<file path="config.mk">
export PLATFORM = sky130hd
export DESIGN_NAME = elm_hidden_seq
export DESIGN_NICKNAME = d
export VERILOG_FILES = /design/src/rtl/elm_pkg.sv /design/src/rtl/elm_loop_cnt.sv /design/src/rtl/elm_hidden_seq.sv
export SDC_FILE = /design/constraint.sdc
export NUM_CORES = 1
export LEC_CHECK = 0
export BUFFER_PORTS_ARGS = -buffer_cell sky130_fd_sc_hd__buf_2
export CAP_MARGIN = 20
export CORE_ASPECT_RATIO = 0.5
export CORE_MARGIN = 5
export CORE_UTILIZATION = 28
export DETAILED_ROUTE_END_ITERATION = 8
export PLACE_DENSITY = 0.43
export SYNTH_ARGS = -nofsm -noshare
export SYNTH_HDL_FRONTEND = slang
export SYNTH_SLANG_ARGS = --single-unit
export TNS_END_PERCENT = 30
</file>
<file path="constraint.sdc">
create_clock -name clk -period 3.7 [get_ports clk]
set_input_delay 0.555 -clock clk [delete_from_list [all_inputs] [get_ports clk]]
set_output_delay 0.555 -clock clk [all_outputs]
set_load 0.03 [all_outputs]
</file>
<file path="src/rtl/elm_pkg.sv">
// Shared constants and state encoding for the ELM hidden-layer sequencer and its datapath.
package elm_pkg;

    localparam int N_IN    = 16;
    localparam int L_HID   = 64;
    localparam int ACT_LAT = 3;

    typedef logic [2:0] state_t;

    localparam state_t S_IDLE  = 3'd0;
    localparam state_t S_INIT  = 3'd1;
    localparam state_t S_CLR   = 3'd2;
    localparam state_t S_MAC   = 3'd3;
    localparam state_t S_ACT   = 3'd4;
    localparam state_t S_WR    = 3'd5;
    localparam state_t S_NEXTP = 3'd6;
    localparam state_t S_DONE  = 3'd7;

endpackage

</file>
<file path="src/rtl/elm_loop_cnt.sv">
// Saturating loop up-counter with synchronous clear, enable and terminal flag.
module elm_loop_cnt #(
    parameter int MAX = 15,
    parameter int W   = 4
) (
    input  logic         clk,
    input  logic         rst,
    input  logic         clr,
    input  logic         en,
    output logic [W-1:0] q,
    output logic         term
);

    assign term = (q == W'(MAX));

    always_ff @(posedge clk or posedge rst) begin
        if (rst) begin
            q <= '0;
        end else if (clr) begin
            q <= '0;
        end else if (en && !term) begin
            q <= q + 1'b1;
        end
    end

endmodule

</file>
<file path="src/rtl/elm_hidden_seq.sv">
// Hidden-layer pass sequencer: walks samples x neurons x features and strobes MAC,
// activation and H-write. Outputs are registered from the next-state decode.
//
// state  | meaning
// IDLE   | waiting for start
// INIT   | clear sample counter, reset loop indices
// CLR    | clear accumulator for neuron j
// MAC    | accumulate feature i (N_IN cycles)
// ACT    | activation in flight (ACT_LAT cycles)
// WR     | write H[P][j]
// NEXTP  | last neuron done; advance sample or finish
// DONE   | completion pulse
module elm_hidden_seq #(
    parameter int N_IN    = 16,
    parameter int L_HID   = 64,
    parameter int ACT_LAT = 3,
    parameter int I_W     = 4,
    parameter int J_W     = 6
) (
    input  logic           clk,
    input  logic           rst,
    input  logic           start,
    input  logic           abort,
    input  logic           stop,
    output logic           en_P,
    output logic           rst_P,
    output logic [I_W-1:0] i_index,
    output logic [J_W-1:0] j_index,
    output logic           mac_clr,
    output logic           mac_en,
    output logic           act_start,
    output logic           h_we,
    output logic           busy,
    output logic           done
);
    import elm_pkg::*;

    localparam int LAT_W = (ACT_LAT > 1) ? $clog2(ACT_LAT) : 1;

    state_t           state;
    state_t           state_nxt;
    logic             aborting;
    logic             i_clr, i_en, i_term;
    logic             j_clr, j_en, j_term;
    logic             lat_clr, lat_en, lat_term;
    logic [LAT_W-1:0] unused_lat_cnt;

    assign aborting = abort && (state != S_IDLE);

    always_comb begin
        state_nxt = state;
        if (aborting) begin
            state_nxt = S_IDLE;
        end else begin
            case (state)
                S_IDLE:  if (start && !abort) state_nxt = S_INIT;
                S_INIT:  state_nxt = S_CLR;
                S_CLR:   state_nxt = S_MAC;
                S_MAC:   if (i_term) state_nxt = S_ACT;
                S_ACT:   if (lat_term) state_nxt = S_WR;
                S_WR:    state_nxt = j_term ? S_NEXTP : S_CLR;
                S_NEXTP: state_nxt = stop ? S_DONE : S_CLR;
                S_DONE:  state_nxt = S_IDLE;
                default: state_nxt = S_IDLE;
            endcase
        end
    end

    // Indices are steered by the next state so they line up with the registered strobes.
    assign i_clr   = (state_nxt == S_IDLE) || (state_nxt == S_INIT) || (state_nxt == S_CLR);
    assign i_en    = (state == S_MAC) && (state_nxt == S_MAC);
    assign j_clr   = (state_nxt == S_IDLE) || (state_nxt == S_INIT) ||
                     ((state == S_NEXTP) && (state_nxt == S_CLR));
    assign j_en    = (state == S_WR) && (state_nxt == S_CLR);
    assign lat_clr = (state != S_ACT);
    assign lat_en  = (state == S_ACT);

    elm_loop_cnt #(.MAX(N_IN - 1), .W(I_W)) u_i_cnt (
        .clk  (clk),
        .rst  (rst),
        .clr  (i_clr),
        .en   (i_en),
        .q    (i_index),
        .term (i_term)
    );

    elm_loop_cnt #(.MAX(L_HID - 1), .W(J_W)) u_j_cnt (
        .clk  (clk),
        .rst  (rst),
        .clr  (j_clr),
        .en   (j_en),
        .q    (j_index),
        .term (j_term)
    );

    elm_loop_cnt #(.MAX(ACT_LAT - 1), .W(LAT_W)) u_lat_cnt (
        .clk  (clk),
        .rst  (rst),
        .clr  (lat_clr),
        .en   (lat_en),
        .q    (unused_lat_cnt),
        .term (lat_term)
    );

    // en_P lands in the CLR after NEXTP, so P moves before the next sample's first MAC.
    always_ff @(posedge clk or posedge rst) begin
        if (rst) begin
            state     <= S_IDLE;
            rst_P     <= 1'b0;
            en_P      <= 1'b0;
            mac_clr   <= 1'b0;
            mac_en    <= 1'b0;
            act_start <= 1'b0;
            h_we      <= 1'b0;
            busy      <= 1'b0;
            done      <= 1'b0;
        end else begin
            state     <= state_nxt;
            rst_P     <= (state_nxt == S_INIT) || aborting;
            en_P      <= (state == S_NEXTP) && (state_nxt == S_CLR);
            mac_clr   <= (state_nxt == S_CLR);
            mac_en    <= (state_nxt == S_MAC);
            act_start <= (state == S_MAC) && (state_nxt == S_ACT);
            h_we      <= (state_nxt == S_WR);
            busy      <= (state_nxt != S_IDLE);
            done      <= (state_nxt == S_DONE);
        end
    end

endmodule

</file>
==> impl_metrics.tcl <==
set metrics [dict create \
    path_class "register to register" \
    antenna_found_initial 0 \
    syn_area_um2 1304 \
    finalCritPeriodShare_pct 61.67 \
    worstReg2RegEnd "busy" \
    synth-edff-count 0 \
    synthesis.instances 130 \
    setup.worst_path.end "busy" \
    relSlewSlack_pct 40.00 \
    cts_max_level 1 \
    ant_nets 0 \
    routedWlPerCell_um 14.77 \
    slew_violations 0 \
    fp.dieW_um 106.5 \
    crit_path_top_delay_cell "dfrtp_1" \
    slowest_delay_ns 0.65 \
    tns_ns 0 \
    crit_cells 5 \
    worstSetupStartpoint "state[2]" \
    synth-seq-cells 23 \
    overflow 0 \
    synthTopCellsByArea "dfrtp_1 44%, inv_1 3.2%, nand3_1 3.1%" \
    powerDensity_nw_per_um2 384.9 \
    synth_top_area_share_pct 44.15 \
    ys.flop_type "dfrtp_1" \
    endpoint_kind "register" \
    fin_crit_ns 2.282 \
    holdCritPathClass "primary input to asynchronous set/reset pin" \
    cts_setup_buffers 0 \
    r2r_setup_slack_ns 1.42 \
    r2r_cells 5 \
    wirelength_um 3073 \
    pre_cts_ws_ns 1.442 \
    cts_buffer_depth 2 \
    numPortBuffers 22 \
    viasPerCell 5.053 \
    yosys.cell_count.top_type "dfrtp_1" \
    seq_area_frac_synth_pct 44.15 \
    die_h_um 58.25 \
    place_area_um2 1441 \
    path_max_fanout 14 \
    drc 0 \
    fin_skew_ns 0.009340 \
    postCtsHoldBufs 0 \
    drive_above_1_share_pct 24.50 \
    num_rows 17 \
    tightest_slew_ns 0.8990 \
    path_cells "nand3b_1 > o32ai_1 > o21ai_2 > inv_2 > or3_1" \
    grt_first_pass_wirelength_um 5230 \
    path_buf_inv 1 \
    cts_resized 0 \
    synthTopCellsByCount "23 x dfrtp_1, 11 x inv_1, 10 x nand2_1" \
    clk_pin_slew_ns 0.09 \
    synth_cell_types 44 \
    cts_buffers 3 \
    n_fill_cell 468 \
    setup_viol_count_final 0 \
    dp.final_hpwl_um 2215 \
    synth.largest_area_cell "dfrtp_1" \
    initial_core_util_pct 29.33 \
    power.static_leakage_nw 0.6848 \
    cp.required_ns 3.85 \
    core_um2 4446 \
    rsz0062_at_grt "false" \
    fin_ws_ns 1.418 \
    dr.pass1.iters 4 \
    root_buffer "clkbuf_8" \
    cp_top_family "compound AO/OA/AOI/OAI gates" \
    worstPathArrival_ns 2.43 \
    io_pins 23 \
    grtUsageTotal_pct 10.71 \
    clock_sinks 23 \
    vdd_ir_drop_max_mv 0.1144 \
    area_growth_pct 14.11 \
    clk_latency_ns 0.27 \
    async_reset_ff_share_pct 100.0 \
    antennaDiodeCount 0 \
    drt_iter0_drc 57 \
    nets 160 \
    die-area_um2 6204 \
    ys_warn_count 0 \
    synth_nets 138 \
    p_total_uw 572.6 \
    final_area_um2 1488 \
    startpoint_type "register" \
    final_hold_viol_count 0 \
    gp_congestion 0.7655 \
    r2r_start "state[2]" \
    num_vias 1051 \
    grt_pass1_vias 1000 \
    status "finished clean" \
    maxCapViolCount 0 \
    cts_tree "yes" \
    grt_max_degree 24 \
    syn_area_per_cell_um2 10.03 \
    fmax_mhz 438.2 \
]
[metrics by stage]
| stage | utilization [%] | hold WS, ns | std cells |
|---|---|---|---|
| after floorplan | - | 0.4842 | 130 |
| after global placement | 32.42 | 0.4925 | 204 |
| after global routing | 33.46 | 0.5445 | 208 |
| final | 33.46 | 0.4725 | 208 |
| after detailed placement | 32.42 | 0.5025 | 204 |
| after CTS | 33.46 | 0.5078 | 208 |
[kinds of logic after synthesis]
logic type               count (synthesis)  share of synthesized area, %
AO/OA/AOI/OAI                           29                         20.06
XOR/XNOR                                 1                        0.6719
adder cells (fa/ha/maj)                  3                         2.879
buffers and inverters                   18                         7.101
flip-flops                              23                         44.15
multiplexers                             1                         1.055
AND/OR/NAND/NOR                         55                         24.09
[cells in the final DEF (no fill, tap or decap), types with 3 or more instances in the layout]
cell	n
dfrtp_1	23
buf_2	22
inv_1	11
nand2_1	10
nand3_1	8
nor2_1	8
nor3_1	5
a21oi_1	5
a31oi_1	5
nor2b_1	3
nand3b_1	3
nand2b_1	3
o221ai_1	3
nor4_1	3
and2_1	3
ha_1	3
clkbuf_8	3
[worst min path at each step]
stage,depth (start not counted),from,endpoint,slack [ns]
final,2,rst,u_j_cnt.q[2],0.47
after CTS,2,rst,state[1],0.51
after floorplan,2,u_lat_cnt.q[1],u_lat_cnt.q[1],0.48
after global placement,1,u_j_cnt.q[5],u_j_cnt.q[5],0.49
after global routing,1,u_j_cnt.q[5],u_j_cnt.q[5],0.54
after detailed placement,1,u_j_cnt.q[5],u_j_cnt.q[5],0.50
[routing by layer]
layer | share of wire, % | global-route usage (%) | vias to the layer above
met5 | 0 | 0 | -
met4 | 0.88 | 2.186 | 0
met3 | 4.4 | 3.337 | 2
met2 | 40 | 14.58 | 24
met1 | 54 | 16.34 | 500
li1 | - | - | 525
[worst register-to-register path, cell delays in order, from the launching register on]
cell,delay [ns]
dfrtp_1,0.65
nand3b_1,0.28
o32ai_1,0.13
o21ai_2,0.58
inv_2,0.15
or3_1,0.39
[layout make-up]
cell class	count	area (µm²)	area share [%]
inverters	13	48.80	3.280
repair buffers	22	110.1	7.401
well taps	57	71.32	4.794
flip-flops and latches	23	575.6	38.69
clock inverters	1	5.005	0.3364
multi-input cells	89	635.6	42.72
clock buffers	3	41.29	2.775
[where the power goes]
part	switching (mW)	leakage, nW	internal [mW]
clock	0.0849	0.0255	0.0752
combinational	0.0806	0.347	0.0409
sequential	0.0232	0.312	0.268
total	0.189	0.685	0.384
[sequential cells by signal, summed over array words and instances (netlist names)]
register and flops:
act_start 1, busy 1, done 1, en_P 1, h_we 1, mac_clr 1
mac_en 1, rst_P 1, state 3, u_i_cnt.q 4, u_j_cnt.q 6, u_lat_cnt.q 2
Power figures use the tool's default switching activity.
